`src/rtl/controller_reader_if.sv`:
```
// Bus between the controller reader and its surroundings: scan request, serial
// controller data, and the generated latch/shift clock plus decoded buttons.
interface controller_reader_if;
    logic       start;
    logic       data1_B;
    logic       data2_B;
    logic       latch;
    logic       ctrl_clk;
    logic [7:0] buttons1;
    logic [7:0] buttons2;
    logic       valid;
    logic       busy;

    // master is the reader itself; slave is the host/connector side
    modport master (
        input  start, data1_B, data2_B,
        output latch, ctrl_clk, buttons1, buttons2, valid, busy
    );
    modport slave (
        output start, data1_B, data2_B,
        input  latch, ctrl_clk, buttons1, buttons2, valid, busy
    );
endinterface

```
`src/rtl/controller_reader.sv`:
```
// Serial game-controller reader: drives latch/shift clock, shifts in two 8-bit
// active-low button streams MSB-first and publishes active-high button bytes.
module controller_reader #(
    parameter int CLK_DIV = 4
) (
    input  logic                clk,
    input  logic                rst,
    controller_reader_if.master bus,
    output logic [1:0]          state_o
);
    typedef enum logic [1:0] {S_IDLE, S_LATCH, S_SHIFT, S_DONE} state_e;

    localparam int CW = (CLK_DIV > 1) ? $clog2(CLK_DIV) : 1;
    localparam logic [CW-1:0] CNT_MAX = CW'(CLK_DIV - 1);

    state_e      state_q, state_d;
    logic [CW-1:0] cnt_q, cnt_d;
    logic [3:0]  phase_q, phase_d;
    logic [1:0]  sync1_q, sync2_q;
    logic [7:0]  shift1_q, shift1_d, shift2_q, shift2_d;
    logic        latch_q, latch_d, ctrl_clk_q, ctrl_clk_d;
    logic [7:0]  buttons1_q, buttons1_d, buttons2_q, buttons2_d;
    logic        valid_q, valid_d, busy_q, busy_d;
    logic        wrap, sample;

    always_ff @(posedge clk) begin
        if (rst) begin
            state_q    <= S_IDLE;
            cnt_q      <= '0;
            phase_q    <= '0;
            sync1_q    <= 2'b11;
            sync2_q    <= 2'b11;
            shift1_q   <= 8'hFF;
            shift2_q   <= 8'hFF;
            latch_q    <= 1'b0;
            ctrl_clk_q <= 1'b0;
            buttons1_q <= 8'h00;
            buttons2_q <= 8'h00;
            valid_q    <= 1'b0;
            busy_q     <= 1'b0;
        end else begin
            state_q    <= state_d;
            cnt_q      <= cnt_d;
            phase_q    <= phase_d;
            sync1_q    <= {sync1_q[0], bus.data1_B};
            sync2_q    <= {sync2_q[0], bus.data2_B};
            shift1_q   <= shift1_d;
            shift2_q   <= shift2_d;
            latch_q    <= latch_d;
            ctrl_clk_q <= ctrl_clk_d;
            buttons1_q <= buttons1_d;
            buttons2_q <= buttons2_d;
            valid_q    <= valid_d;
            busy_q     <= busy_d;
        end
    end

    // LATCH uses phases 0..3; SHIFT uses 0..13 where even = clock high, odd = low
    always_comb begin
        state_d = state_q;
        cnt_d   = cnt_q;
        phase_d = phase_q;
        sample  = 1'b0;
        wrap    = (cnt_q == CNT_MAX);
        case (state_q)
            S_IDLE: begin
                if (bus.start) begin
                    state_d = S_LATCH;
                    cnt_d   = '0;
                    phase_d = '0;
                end
            end
            S_LATCH: begin
                cnt_d = wrap ? '0 : cnt_q + 1'b1;
                if (wrap) begin
                    if (phase_q == 4'd3) begin
                        state_d = S_SHIFT;
                        phase_d = '0;
                        sample  = 1'b1;
                    end else begin
                        phase_d = phase_q + 4'd1;
                    end
                end
            end
            S_SHIFT: begin
                cnt_d = wrap ? '0 : cnt_q + 1'b1;
                if (wrap) begin
                    sample = phase_q[0];
                    if (phase_q == 4'd13) begin
                        state_d = S_DONE;
                        phase_d = '0;
                    end else begin
                        phase_d = phase_q + 4'd1;
                    end
                end
            end
            default: state_d = S_IDLE;
        endcase
        shift1_d = sample ? {shift1_q[6:0], sync1_q[1]} : shift1_q;
        shift2_d = sample ? {shift2_q[6:0], sync2_q[1]} : shift2_q;
    end

    // Outputs are decoded from the next state so the pins come straight from flops
    always_comb begin
        latch_d    = (state_d == S_LATCH) && (phase_d != 4'd3);
        ctrl_clk_d = ((state_d == S_LATCH) && (phase_d == 4'd1)) ||
                     ((state_d == S_SHIFT) && !phase_d[0]);
        busy_d     = (state_d != S_IDLE);
        valid_d    = (state_d == S_DONE);
        buttons1_d = (state_d == S_DONE) ? ~shift1_d : buttons1_q;
        buttons2_d = (state_d == S_DONE) ? ~shift2_d : buttons2_q;
    end

    assign bus.latch    = latch_q;
    assign bus.ctrl_clk = ctrl_clk_q;
    assign bus.buttons1 = buttons1_q;
    assign bus.buttons2 = buttons2_q;
    assign bus.valid    = valid_q;
    assign bus.busy     = busy_q;
    assign state_o      = state_q;
endmodule
```
`src/flat_wrapper.sv`:
```
// flat-port wrapper written by rule: the top's interface ports become plain ports
module controller_reader_flat 
#(
    parameter int CLK_DIV = 4
)
  (clk, rst, state_o, bus_start, bus_data1_B, bus_data2_B, bus_latch, bus_ctrl_clk, bus_buttons1, bus_buttons2, bus_valid, bus_busy);
  controller_reader_if bus_i ();
  input  logic clk;
  input  logic rst;
  output logic [1:0] state_o;
  input wire logic [$bits(bus_i.start)-1:0] bus_start;
  input wire logic [$bits(bus_i.data1_B)-1:0] bus_data1_B;
  input wire logic [$bits(bus_i.data2_B)-1:0] bus_data2_B;
  output wire logic [$bits(bus_i.latch)-1:0] bus_latch;
  output wire logic [$bits(bus_i.ctrl_clk)-1:0] bus_ctrl_clk;
  output wire logic [$bits(bus_i.buttons1)-1:0] bus_buttons1;
  output wire logic [$bits(bus_i.buttons2)-1:0] bus_buttons2;
  output wire logic [$bits(bus_i.valid)-1:0] bus_valid;
  output wire logic [$bits(bus_i.busy)-1:0] bus_busy;
  assign bus_i.start = bus_start;
  assign bus_i.data1_B = bus_data1_B;
  assign bus_i.data2_B = bus_data2_B;
  assign bus_latch = bus_i.latch;
  assign bus_ctrl_clk = bus_i.ctrl_clk;
  assign bus_buttons1 = bus_i.buttons1;
  assign bus_buttons2 = bus_i.buttons2;
  assign bus_valid = bus_i.valid;
  assign bus_busy = bus_i.busy;
  controller_reader #(.CLK_DIV(CLK_DIV)) u_core (.clk(clk), .rst(rst), .bus(bus_i), .state_o(state_o));
endmodule
```
`config.mk`:
```
export PLATFORM = sky130hd
export DESIGN_NAME = controller_reader_flat
export DESIGN_NICKNAME = d
export VERILOG_FILES = /design/src/rtl/controller_reader_if.sv /design/src/rtl/controller_reader.sv /design/src/flat_wrapper.sv
export SDC_FILE = /design/constraint.sdc
export NUM_CORES = 1
export LEC_CHECK = 0
export CORE_ASPECT_RATIO = 0.9
export CORE_MARGIN = 2
export CORE_UTILIZATION = 54
export CTS_CLUSTER_SIZE = 10
export DETAILED_ROUTE_END_ITERATION = 8
export GPL_TIMING_DRIVEN = 0
export PLACE_DENSITY = 0.78
export SYNTH_ARGS = -nofsm -noshare
export SYNTH_HDL_FRONTEND = slang
export SYNTH_SLANG_ARGS = --single-unit
```
`constraint.sdc`:
```
create_clock -name clk -period 2.4 [get_ports clk]
set_input_delay 0.6 -clock clk [delete_from_list [all_inputs] [get_ports clk]]
set_output_delay 0.6 -clock clk [all_outputs]
set_load 0.05 [all_outputs]
```
==> key figures, run 1 <==
Die
  – Die area: around 4400 um^2
  – CORE AREA: between 3000 and 4000 um^2
  – Ports: 27
  – Initial Util: between 50% and 60%
  – Chip Width: between 60 and 70 um
  – Die Height: 62.9 um
  – # rows: 21

Worst setup path
  – Worst R2R Path Depth: 8
  – Worst setup path class: reg -> reg
  – CP Max Fanout: 8
  – R2r endpoint: u_core.bus.latch
  – Slowest CP cell: dfxtp_1
  – Worst setup EP type: flop
  – CP bufs+invs: 2
  – CP Cell Sequence: inv_1 -> ha_1 -> buf_2 -> nor4b_2 -> nor4_1 -> a211oi_1 -> nand4b_1 -> o211a_1
  – Max incr delay on CP: about 0.42 ns
  – Worst R2R Setup Slack: 0.21 ns
  – CP required: 2.59 ns
  – Worst reg2reg path startpoint: u_core.state_o[0]
  – Startpoint Class: flop
  – Top Family by Delay on Critical Path: simple AND/OR/NAND/NOR gates
  – Arr. time, crit path: about 2.4 ns

STA
  – Slew Limit Fails: 0
  – Setup violations, final: 0
  – Part of the cycle the worst path needs: 91.3%
  – Worst-margin pin slew: 0.638 ns
  – Tmin final: approximately 2.2 ns
  – RSZ-0062 raised after global routing: false
  – Maximum clock frequency: 456 MHz
  – Fin Clk Skew: 0.00669 ns
  – Normalized max-slew margin: 57.1%
  – Final hold violation count: 0
  – PnR worst setup slack: 0.208 ns

CTS
  – Post-CTS Setup Inserts: 0
  – Clock Path Buffers: 2
  – Post-cts repair resize count: 0
  – CTS root buffer: clkbuf_8
  – Hold Buf Count CTS: 0
  – H-tree levels: 2
  – CTS tree: yes
  – Clk pin slew, worst setup/hold paths: 0.09 ns
  – Clk_lat worst skew: 0.30 ns
  – Inserted Clock Buffers: 5
  – Clock Sinks: 48

Placed design
  – Post-Place Worst Slack: -0.00605 ns
  – Port bufs: 25
  – Post-DP HPWL: 2760 um
  – Routability cong.: 0.827
  – Placed Instances: 284

Pwr
  – Comb power frac: 7.5%
  – Switch share: between 20 and 25%
  – P per Cell Area: 574 nW/um^2
  – Seq pwr share: 57.0%
  – Psw: 0.000345 W
  – Peak VDD IR: about 0.00041 V
  – Internal Power: between 0.001 and 0.0015 W
  – Clk pwr share: 35.5%
  – Static Leak: ~1.0 nW

Cells and area
  – Diode count: 0
  – Share of cells above drive strength 1: 9.35%
  – Final net count: 257
  – Most frequent cells in the layout: dfxtp_1, clkdlybuf4s50_1, inv_1, nor2_1, nand2b_1
  – Most common cell after layout, fill and taps aside: dfxtp_1
  – Area grow syn2layout: 19.5%
  – Final Non-Filler Cells: 292

Min path
  – HP Start: u_core.sync2_q[0]
  – Hold Path Cell Cnt: 1
  – Worst hold path type: reg -> reg
  – Hold endpoint: u_core.sync2_q[1]

Detailed routing
  – DRC: 0
  – Routed len/inst: 13.3 um
  – Pre-antenna DRT Iters: 4
  – Antenna viol nets, final: 0
  – Total number of vias: 1523
  – Final wirelength: 3900 um
  – Vias per cell: about 5.2
  – Initial drt markers: 77

Logic synthesis
  – Post-synth top area share: between 40 and 50%
  – Post-Syn Instances: 213
  – Mapped Area: ~2100 um^2
  – Primary FF master, synth: dfxtp_1
  – Synth Area per Inst: 9.77 um^2
  – Count of flip-flops with a built-in enable after synthesis: 0
  – Post-synthesis sequential area ratio: 46.2%
  – Syn Nets: 225
  – Post-synth ARST share: 0%
  – Post-synth top area cell: dfxtp_1
  – Ranking of synthesized cells by area: dfxtp_1, mux2i_1, a211o_1, nand2b_1, inv_1
  – Synthesis Warnings: 0
  – Seq cells post-synth: 48
  – Number of unique standard cell types used by synthesis: 37

GRT
  – Vias in the first global route: 1511
  – GRT overflow: 0
  – Initial antenna violation count: 0
  – Largest net degree at the start of global routing: 16
  – Global-route wire length before repair: between 6000 and 7000 um
  – GRT Total Usage: about a fifth

Status
  – Status: finished, final reports clean

Run
  – Max cap viols: 0
==> per-stage QoR <==
stage | setup TNS, ns | utilization, % | hold WS, ns | total power [W] | instance area, um^2
2_1_floorplan | 0 | - | 0.389 | 0.000906 | 2080
3_3_place_gp | 0 | 64.5 | 0.393 | 0.000935 | 2390
3_5_place_dp | -0.00729 | 64.5 | 0.406 | 0.000936 | 2390
4_1_cts | 0 | 67.1 | 0.431 | 0.00144 | 2490
5_1_grt | 0 | 67.1 | 0.445 | 0.00148 | 2490
6_report | 0 | 67.1 | 0.427 | 0.00143 | 2490
==> logic make-up after synthesis <==
family,count (synthesis),synth area share (%)
and+or+nand+nor,72,20.8
adders and majority gates,7,4.21
buffers and inverters,35,7.88
AOI/OAI and AO/OA,35,13.2
muxes,16,7.70
DFF,48,46.2
==> routing by layer <==
layer / vias up / track usage [%] / wire length (um)
li1: 787 / - / -
met1: 697 / 26.6 / 1950
met2: 34 / 31.3 / 1720
met3: 5 / 4.52 / 177
met4: 0 / 7.35 / 56
met5: - / 0 / 0
==> power by group through the flow <==
stage / combinational, W / clock [W] / sequential [W]
global route: 0.000119 / 0.000547 / 0.000814
floorplan: 0.0000551 / 0 / 0.000851
finish: 0.000107 / 0.000506 / 0.000812
CTS: 0.000107 / 0.000519 / 0.000812
detailed placement: 0.000106 / 0 / 0.000831
global placement: 0.000105 / 0 / 0.000830
==> cell usage after synthesis, types with 2 or more instances <==
master,count
nor3_2,2
o21ai_0,2
buf_2,2
mux2i_1,16
a211oi_1,2
or2_2,4
o21bai_1,2
nor2b_1,5
inv_1,24
dfxtp_1,48
nor4_1,3
nor3_1,2
a32oi_1,2
buf_6,4
nor2_1,24
clkbuf_1,5
a211o_1,16
ha_1,7
nand2b_1,19
a21oi_1,4
nand3_1,4
==> cell type report <==
cell class | count | area [um^2]
repair buffers | 25 | 250
well taps | 46 | 57.6
clock inverters | 2 | 15.0
flip-flops and latches | 48 | 961
plain buffers | 11 | 73.8
multi-input cells | 130 | 956
inverters | 24 | 90.1
fillers | 325 | 1220
clock buffers | 6 | 82.6
==> worst max path at each step <==
stage / from / to / slack, ns / depth (start not counted)
after floorplan: u_core.state_o[0] / u_core.bus.latch / 0.13 / 5
after global placement: bus_start / u_core.bus.buttons1[0] / 0.03 / 8
after detailed placement: bus_start / u_core.bus.buttons1[0] / -0.006 / 8
after CTS: u_core.state_o[0] / u_core.bus.latch / 0.22 / 8
after global routing: u_core.state_o[0] / u_core.bus.latch / 0.03 / 8
final: u_core.state_o[0] / u_core.bus.latch / 0.21 / 8
==> state kept, by name (all words and copies together) (netlist names), 2 cells and up <==
signal and count:
u_core.phase_q 4, u_core.state_o 2, u_core.shift1_q 8, u_core.shift2_q 8, u_core.sync1_q 2, u_core.sync2_q 2, u_core.bus.buttons1 8, u_core.bus.buttons2 8
u_core.cnt_q 2
Note: power is estimated with default switching activity, not from simulation.
==> run 2: changes to the inputs <==
CORE_MARGIN = unset   (was 2)
==> key figures, run 2 (synthesis results as in run 1) <==
Status
  – Status: finished with violations
  – Failing checks: design-rule violations

CTS
  – Clk pin slew, worst setup/hold paths: 0.08 ns (about the same)
  – H-tree levels: 2 (unchanged)
  – Clock Path Buffers: 2 (unchanged)
  – Clk_lat worst skew: 0.30 ns (about the same)
  – Clock Sinks: 48 (unchanged)
  – Post-CTS Setup Inserts: 0 (unchanged)
  – Post-cts repair resize count: 0 (unchanged)
  – CTS tree: yes
  – CTS root buffer: clkbuf_8
  – Inserted Clock Buffers: 5 (unchanged)

Worst setup path
  – CP Max Fanout: 8 (unchanged)
  – CP required: 2.59 ns (about the same)
  – Arr. time, crit path: 2.43 ns (+0.05 ns)
  – Startpoint Class: flop
  – Worst R2R Path Depth: 8 (unchanged)
  – Worst setup path class: reg -> reg
  – Worst setup EP type: flop

GRT
  – Initial antenna violation count: 0 (unchanged)
  – GRT Total Usage: 20.7% (+0.84 points)
  – GRT overflow: 0 (unchanged)
  – Global-route wire length before repair: 6170 um (-11%)
  – Largest net degree at the start of global routing: 15 (-1)
  – Vias in the first global route: 1334 (-12%)

Cells and area
  – Final Util: 68.0% (+0.84 points)
  – Most frequent cells in the layout: dfxtp_1, clkdlybuf4s50_1, inv_1, nor2_1, nand2b_1
  – Share of cells above drive strength 1: 8.98% (-0.37 points)
  – Final net count: 257 (unchanged)
  – Most common cell after layout, fill and taps aside: dfxtp_1
  – Diode count: 0 (unchanged)
  – Area grow syn2layout: 21.0%

Detailed routing
  – Final wirelength: 3760 um (-3.7%)
  – Pre-antenna DRT Iters: 6 (+2)
  – DRC: 2 (+2)
  – Vias per cell: 5.32 (+1.9%)
  – Initial drt markers: 82 (+6.5%)
  – Antenna viol nets, final: 0 (unchanged)
  – Routed len/inst: 12.9 um (-3.3%)
  – Total number of vias: 1547 (+1.6%)

STA
  – Slew Limit Fails: 0 (unchanged)
  – Fin Clk Skew: 0.00911 ns (+0.00242 ns)
  – Tmin final: 2.25 ns (+0.0537 ns)
  – Hold_ws: 0.431 ns (+0.00431 ns)
  – Normalized max-slew margin: 54.9% (-2.2 points)
  – Worst-margin pin slew: 0.671 ns (+0.0328 ns)
  – Maximum clock frequency: 445 MHz (-2.4%)
  – RSZ-0062 raised after global routing: false
  – Part of the cycle the worst path needs: 93.6% (+2.2 points)
  – Setup violations, final: 0 (unchanged)
  – Final hold violation count: 0 (unchanged)

Placed design
  – Port bufs: 25 (unchanged)
  – Routability cong.: 0.809 (-2.2%)
  – Post-DP HPWL: 2640 um (-4.6%)

Die
  – CORE AREA: 3700 um^2 (unchanged)
  – Ports: 27 (unchanged)
  – # rows: 21 (unchanged)
  – Chip Width: 67.4 um (-2.9%)
  – Die area: 4110 um^2 (-6.0%)
  – Die Height: 60.9 um (-3.2%)
  – Initial Util: 56.2% (unchanged)

Min path
  – Worst hold path type: reg -> reg
  – Hold Path Cell Cnt: 1 (unchanged)

Pwr
  – P per Cell Area: 626 nW/um^2 (+9.2%)
  – Static Leak: 1.06 nW (+2.0%)
  – Peak VDD IR: 0.000561 V (+38%)

Run
  – Max cap viols: 0 (unchanged)
==> run 2: where the power goes <==
group | total (W) | internal [W] | switching [W]
Combinational | 0.000106 | 0.0000415 | 0.0000647
Clock | 0.000658 | 0.000410 | 0.000249
Sequential | 0.000813 | 0.000806 | 0.00000616
==> run 2: routing by layer <==
layer | track usage [%] | vias up | wire [um]
met2 | 29.1 | 46 | 1650
met5 | 0 | - | 0
met1 | 28.9 | 717 | 1840
met4 | 5.47 | 0 | 17
met3 | 8.65 | 2 | 247
li1 | - | 782 | -
==> run 2: worst max-delay path, cell delays in order, from the launching register on <==
cell	delay, ns
dfxtp_1	0.43
inv_1	0.10
ha_1	0.20
buf_2	0.17
nor4b_2	0.32
nor4_1	0.08
a211oi_1	0.31
nand4b_1	0.25
o211a_1	0.28
==> run 2: layout make-up <==
cell class                 instances  area (um^2)
timing repair buffer              25          250
buffer                            11         73.8
sequential                        48          961
clock buffer                       5         68.8
inverter                          24         90.1
multi-input combinational        130          956
tap                               46         57.6
fill                             304         1190
clock inverter                     2         60.1
==> run 2: through the flow <==
step	setup TNS, ns	area (um^2)	setup slack, ns	instances	power [W]
global route	0	2520	0.00746	291	0.00165
CTS	0	2520	0.147	291	0.00159
global placement	0	2390	0.0365	284	0.000935
detailed placement	-0.00517	2390	-0.00517	284	0.000937
floorplan	0	2080	0.133	213	0.000906
finish	0	2520	0.155	291	0.00158
==> run 2: path summary, 6_finish.rpt <==
check	slack [ns]	to	from
worst max-delay path	0.15	u_core.bus.latch	u_core.state_o[0]
worst min-delay path	0.43	u_core.sync1_q[1]	u_core.sync1_q[0]
worst max register to register	0.15	u_core.bus.latch	u_core.state_o[0]
worst min register to register	0.43	u_core.sync1_q[1]	u_core.sync1_q[0]
==> run 2: timing repair <==
item                                    4_1_cts  5_1_grt
hold endpoints to repair                      0        0
endpoints found under the setup margin        0        1
hold buffers                                  0        0
